`src/rtl/versat_seq_gen_pkg.sv`:
```
// Shared types and default widths for the Versat sequence generator.
package versat_seq_gen_pkg;

  localparam int DATA_W_DEF   = 32;
  localparam int DELAY_W_DEF  = 32;
  localparam int ITER_W_DEF   = 16;
  localparam int PERIOD_W_DEF = 16;

  typedef enum logic [1:0] {
    IDLE   = 2'd0,
    DELAY  = 2'd1,
    GEN    = 2'd2,
    FINISH = 2'd3
  } seq_state_t;

endpackage

```
`src/rtl/versat_seq_gen_loop.sv`:
```
// Two-level (outer i, inner j) loop counter; zero latency flags, advances on en, cleared on load.
// No backpressure of its own: en is the only stall input.
module versat_seq_gen_loop #(
  parameter int ITER_W   = 16,
  parameter int PERIOD_W = 16
) (
  input  logic                clk,
  input  logic                rst,
  input  logic                load,
  input  logic                en,
  input  logic [PERIOD_W-1:0] period,
  input  logic [ITER_W-1:0]   iterations,
  output logic                last_inner,
  output logic                last_all
);

  logic [PERIOD_W-1:0] j;
  logic [ITER_W-1:0]   i;

  // One extra bit so j+1 / i+1 never wrap before the compare.
  assign last_inner = !(({1'b0, j} + 1'b1) < {1'b0, period});
  assign last_all   = last_inner && !(({1'b0, i} + 1'b1) < {1'b0, iterations});

  always_ff @(posedge clk or negedge rst) begin
    if (!rst) begin
      i <= '0;
      j <= '0;
    end else if (load) begin
      i <= '0;
      j <= '0;
    end else if (en) begin
      if (!last_inner) begin
        j <= j + 1'b1;
      end else begin
        j <= '0;
        if (!last_all) i <= i + 1'b1;
      end
    end
  end

endmodule

```
`src/rtl/versat_seq_gen.sv`:
```
// Versat source unit: after delay0 cycles emits period*iterations affine values on out0, then raises done.
// Latency: first value visible 1+delay0 cycles after run; running=0 freezes all progress.
module versat_seq_gen
  import versat_seq_gen_pkg::*;
#(
  parameter int DATA_W   = DATA_W_DEF,
  parameter int DELAY_W  = DELAY_W_DEF,
  parameter int ITER_W   = ITER_W_DEF,
  parameter int PERIOD_W = PERIOD_W_DEF
) (
  input  logic                clk,
  input  logic                rst,
  input  logic                running,
  input  logic                run,
  input  logic [DATA_W-1:0]   start,
  input  logic [DATA_W-1:0]   incr,
  input  logic [DATA_W-1:0]   shift,
  input  logic [PERIOD_W-1:0] period,
  input  logic [ITER_W-1:0]   iterations,
  input  logic [DELAY_W-1:0]  delay0,
  output logic [DATA_W-1:0]   out0,
  output logic                done
);

  seq_state_t          state;
  logic [DELAY_W-1:0]  dly;
  logic [DATA_W-1:0]   value;
  logic [DATA_W-1:0]   base;
  logic [DATA_W-1:0]   incr_q;
  logic [DATA_W-1:0]   shift_q;
  logic [PERIOD_W-1:0] period_q;
  logic [ITER_W-1:0]   iter_q;
  logic                last_inner;
  logic                last_all;
  logic                degen;
  logic                step;

  assign degen = (period_q == '0) || (iter_q == '0);
  assign step  = !run && running && (state == GEN) && !degen;

  versat_seq_gen_loop #(
    .ITER_W   (ITER_W),
    .PERIOD_W (PERIOD_W)
  ) u_loop (
    .clk        (clk),
    .rst        (rst),
    .load       (run),
    .en         (step),
    .period     (period_q),
    .iterations (iter_q),
    .last_inner (last_inner),
    .last_all   (last_all)
  );

  always_ff @(posedge clk or negedge rst) begin
    if (!rst) begin
      state    <= IDLE;
      dly      <= '0;
      value    <= '0;
      base     <= '0;
      incr_q   <= '0;
      shift_q  <= '0;
      period_q <= '0;
      iter_q   <= '0;
      out0     <= '0;
      done     <= 1'b1;
    end else if (run) begin
      // A run pulse always wins, discarding any sequence in flight.
      incr_q   <= incr;
      shift_q  <= shift;
      period_q <= period;
      iter_q   <= iterations;
      dly      <= delay0;
      base     <= start;
      value    <= start;
      done     <= 1'b0;
      state    <= (delay0 != '0) ? DELAY : GEN;
    end else if (running) begin
      case (state)
        DELAY: begin
          dly <= dly - 1'b1;
          if (dly == DELAY_W'(1)) state <= GEN;
        end
        GEN: begin
          if (degen) begin
            state <= FINISH;
          end else begin
            out0 <= value;
            if (!last_inner) begin
              value <= value + incr_q;
            end else if (!last_all) begin
              base  <= base + shift_q;
              value <= base + shift_q;
            end else begin
              state <= FINISH;
            end
          end
        end
        FINISH: begin
          done  <= 1'b1;
          state <= IDLE;
        end
        default: ;
      endcase
    end
  end

endmodule

```
`config.mk`:
```
export PLATFORM = sky130hd
export DESIGN_NAME = versat_seq_gen
export DESIGN_NICKNAME = d
export VERILOG_FILES = /design/src/rtl/versat_seq_gen_pkg.sv /design/src/rtl/versat_seq_gen_loop.sv /design/src/rtl/versat_seq_gen.sv
export SDC_FILE = /design/constraint.sdc
export NUM_CORES = 1
export LEC_CHECK = 0
export CORE_AREA = 3 3 179 181
export CTS_BUF_LIST = sky130_fd_sc_hd__clkbuf_16
export DETAILED_ROUTE_END_ITERATION = 6
export DIE_AREA = 0 0 182 184
export PLACE_DENSITY = 0.77
export SYNTH_ARGS = -nofsm -noshare
export SYNTH_HDL_FRONTEND = slang
export SYNTH_SLANG_ARGS = --single-unit
export TNS_END_PERCENT = 1
```
`constraint.sdc`:
```
create_clock -name clk -period 3.49 [get_ports clk]
set_clock_uncertainty 0.2 [all_clocks]
set_input_delay 0.698 -clock clk [delete_from_list [all_inputs] [get_ports clk]]
set_output_delay 0.698 -clock clk [all_outputs]
set_load 0.01 [all_outputs]
```
==> run summary <==
Reg2Reg Setup Slack -> -0.21 ns
vias in the first global route -> 13,700
gr usage total -> 25.0%
Fmax -> 271 MHz
Antenna Cells -> 0
Die Span Y -> 184 µm
Final GP Congestion -> 0.907
Die Area -> 0.0335 mm²
relative slew slack -> 54.8%
Power Dens Cells -> 471 mW/mm²
R2R Path End -> value[25]$_DFFE_PN0P_
Clock Pin Slew Worst Setup and Hold Paths -> 0.06 ns
Final min period -> 3.70 ns
first-pass GRT wire length -> 69.4 mm
DRC viols -> 0
CP endpoint kind -> flip-flop
initial antenna violation count -> 0
Leak Pwr -> 8.98 nW
Post-Syn Area -> 0.0155 mm²
Fillers -> 2,407
Starting DRT DRC Count -> 975
GRT overflow -> 0
Gate Count Post-Synth -> 1,639
CP Data Arrival Time -> 3.99 ns
failing checks -> negative setup slack
final period utilization -> 106%
clock latency on the worst-skew pair -> 0.57 ns
Setup Viol. Count Final -> 79
CTS Buf Count -> 30
Post-Route Setup TNS -> -9.50 ns
Max rail drop VDD -> 451 µV
Final Net Count -> 2,181
Top Ports -> 197
Rows -> 64
status -> complete, but fails checks
Synth Flop Type -> dfrtp_1
hold path cells -> 2
clk buf depth -> 3
Initial Util -> 50.8%
Ys Warns -> 0
layout cells sized above 1 -> 17.3%
Async SR Flop Fraction -> 100%
kind of critical path -> reg -> reg
Via density -> 5.77
Required @ worst endpoint -> 3.78 ns
RSZ-0062 raised after global routing -> yes
worst hold endpoint -> out0[1]$_DFFE_PN0P_
worst min-delay path class -> reg -> reg
port bufs -> 196
crit-path max FO -> 7
final WL -> 42.9 mm
Netlist cell types -> 90
placed wire-length estimate -> 31.2 mm
DIE WIDTH -> 182 µm
Wirelength per Cell -> 18.4 µm
CTS tree -> built
Worst-Margin Slew -> 0.661 ns
Placeable Area -> 0.0306 mm²
max cap viols -> 0
Layout area overhead -> 28.5%
Worst R2R Path Depth -> 18
setup ws final -> -0.207 ns
Via Count -> 13,500
register area share after synthesis -> 41.7%
EDFF count, synth -> 0
sinks on the clock net -> 259
fin util -> 65.3%
Setup WS pre-CTS -> -0.434 ns
#FFs+latches synth -> 259
# H-tree levels -> 1
syn avg cell area -> 9.47 µm²
Synth Net Count -> 1,901
iteration count of the initial detailed-routing pass -> 5
root buf cell -> clkbuf_16
largest net degree at the start of global routing -> 173
Max Slew Vio Count -> 0
Final Hold Fails -> 0
CP startpoint kind -> flip-flop
ANT nets after route -> 0
Critical R2R Launch -> u_loop.j[1]$_DFFE_PN0N_
hold wc startpoint -> out0[1]$_DFFE_PN0P_
-- per-stage QoR --
step / cell area [µm²] / hold WS, ns / total power, mW / std cells
after CTS: 19900 / 0.290 / 9.41 / 2335
after detailed placement: 18600 / 0.276 / 6.41 / 2264
after global routing: 20000 / 0.319 / 9.91 / 2335
final: 20000 / 0.285 / 9.40 / 2335
after global placement: 18600 / 0.264 / 6.34 / 2264
after floorplan: 15600 / 0.202 / 5.51 / 1639
-- cell type report --
type / instances / area [µm²] / share of cell area, %
tap: 396 / 495 / 2.48
timing repair buffer: 323 / 3090 / 15.5
sequential: 259 / 6480 / 32.5
inverter: 52 / 195 / 0.978
clock buffer: 30 / 751 / 3.76
clock inverter: 22 / 158 / 0.790
multi-input combinational: 1253 / 8790 / 44.1
-- timing repair --
| action | 4_1_cts | 5_1_grt |
|---|---|---|
| pin swaps | 31 | 4 |
| endpoints found under the setup margin | 94 | 94 |
| setup buffers | 18 | 0 |
| resized for setup | 44 | 18 |
| hold endpoints to repair | 69 | 0 |
| hold buffers | 1 | 0 |
-- where the power goes --
group / leakage [nW] / switching, mW / internal, mW
combinational: 5.31 / 1.58 / 1.33
sequential: 3.20 / 0.260 / 3.29
clock: 0.470 / 1.26 / 1.69
total: 8.98 / 3.10 / 6.31
-- flip-flops by register name, summed over array words and instances, names as in the netlist --
| signal | flops |
|---|---|
| out0 | 32 |
| u_loop.j | 16 |
| done | 1 |
| iter_q | 16 |
| dly | 32 |
| value | 32 |
| u_loop.i | 16 |
| incr_q | 32 |
| base | 32 |
| shift_q | 32 |
| period_q | 16 |
| state | 2 |
-- synth_stat cells, types with 3 or more instances --
cell	count	area, µm²
or3_1	5	31.3
a22oi_1	15	113
a21oi_2	3	26.3
nand2_1	192	721
nand3_1	38	190
o211ai_1	7	52.6
a211oi_1	12	90.1
a221oi_1	5	43.8
and2_1	5	31.3
xnor2_1	65	569
and4_1	5	43.8
nor3_1	29	145
a21o_1	37	278
dfrtp_1	258	6460
o21a_1	12	90.1
buf_1	10	37.5
nand2b_1	17	106
nor4_1	24	150
or4_1	3	22.5
a41o_1	3	30.0
o31ai_1	12	90.1
a221o_1	3	30.0
inv_1	52	195
a21oi_1	96	480
nand3b_1	4	30.0
buf_2	12	60.1
o21bai_1	7	52.6
xor2_1	47	412
a31o_2	3	26.3
nor2_1	103	387
mux2_2	98	1100
clkbuf_1	50	188
ha_1	96	1200
nand4_1	14	87.6
a31oi_1	15	93.8
o21ai_1	28	140
nor2b_1	13	81.3
o22ai_1	10	62.6
and3_1	15	93.8
a22o_1	14	123
o21ai_0	143	716
-- cells in the final DEF, fill, tap and decap left out, drive strengths merged, types with 6 or more instances in the layout --
cell,netlist,layout
inv,52,59
a22o,14,14
nand2b,17,17
o211ai,8,8
mux2,99,99
buf,25,127
nand2,192,192
xor2,47,47
ha,96,96
nand4,15,15
a31oi,17,17
nor4,25,25
nor2,104,104
o22ai,10,10
a22oi,15,15
o21bai,7,7
nor3,30,30
o21ai,173,173
and3,15,15
a221oi,6,6
clkbuf,50,31
xnor2,65,65
nor2b,13,13
dfrtp,258,258
a21oi,99,99
a211oi,14,14
nand3,38,38
o31ai,13,13
clkinv,0,13
clkdlybuf4s50,0,194
o21a,13,13
a21o,37,37
-- cell families after synthesis --
logic type / count (synthesis) / share of synthesized area, %
buffers and inverters: 127 / 3.26
adders and majority gates: 98 / 7.99
DFF: 259 / 41.7
xor gates and xnor gates: 112 / 6.32
muxes: 101 / 7.33
AOI/OAI and AO/OA: 463 / 19.0
and+or+nand+nor: 479 / 14.3
-- worst max-delay path, stage by stage (launching register included) --
cell	delay, ns
dfrtp_1	0.37
buf_4	0.12
and3_1	0.14
nand3_1	0.09
nor2_1	0.12
buf_4	0.16
nand3_4	0.09
xnor2_2	0.16
ha_1	0.31
and3_4	0.20
a221oi_2	0.27
a21boi_2	0.22
buf_4	0.14
o21ai_4	0.08
a31oi_4	0.28
buf_6	0.20
nor2_2	0.04
or3_1	0.31
a21oi_1	0.11
-- how the worst max path moves through the flow --
| stage | startpoint | to | cells past startpoint |
|---|---|---|---|
| after global routing | u_loop.j[1]$_DFFE_PN0N_ | base[18]$_DFFE_PN0P_ | 19 |
| after floorplan | u_loop.i[0]$_DFFE_PN0P_ | base[15]$_DFFE_PN0P_ | 16 |
| after detailed placement | u_loop.i[0]$_DFFE_PN0P_ | value[16]$_DFFE_PN0P_ | 16 |
| after CTS | u_loop.j[1]$_DFFE_PN0N_ | value[25]$_DFFE_PN0P_ | 17 |
| final | u_loop.j[1]$_DFFE_PN0N_ | value[25]$_DFFE_PN0P_ | 18 |
| after global placement | u_loop.i[0]$_DFFE_PN0P_ | value[16]$_DFFE_PN0P_ | 13 |
-- metal layers --
layer / GRT usage, % / vias to the layer above / share of wire [%]
li1: - / 6471 / -
met1: 33.1 / 6561 / 43
met2: 43.8 / 380 / 50
met3: 2.99 / 69 / 4.8
met4: 6.64 / 0 / 2.2
met5: 0 / - / 0
Power figures use the tool's default switching activity.
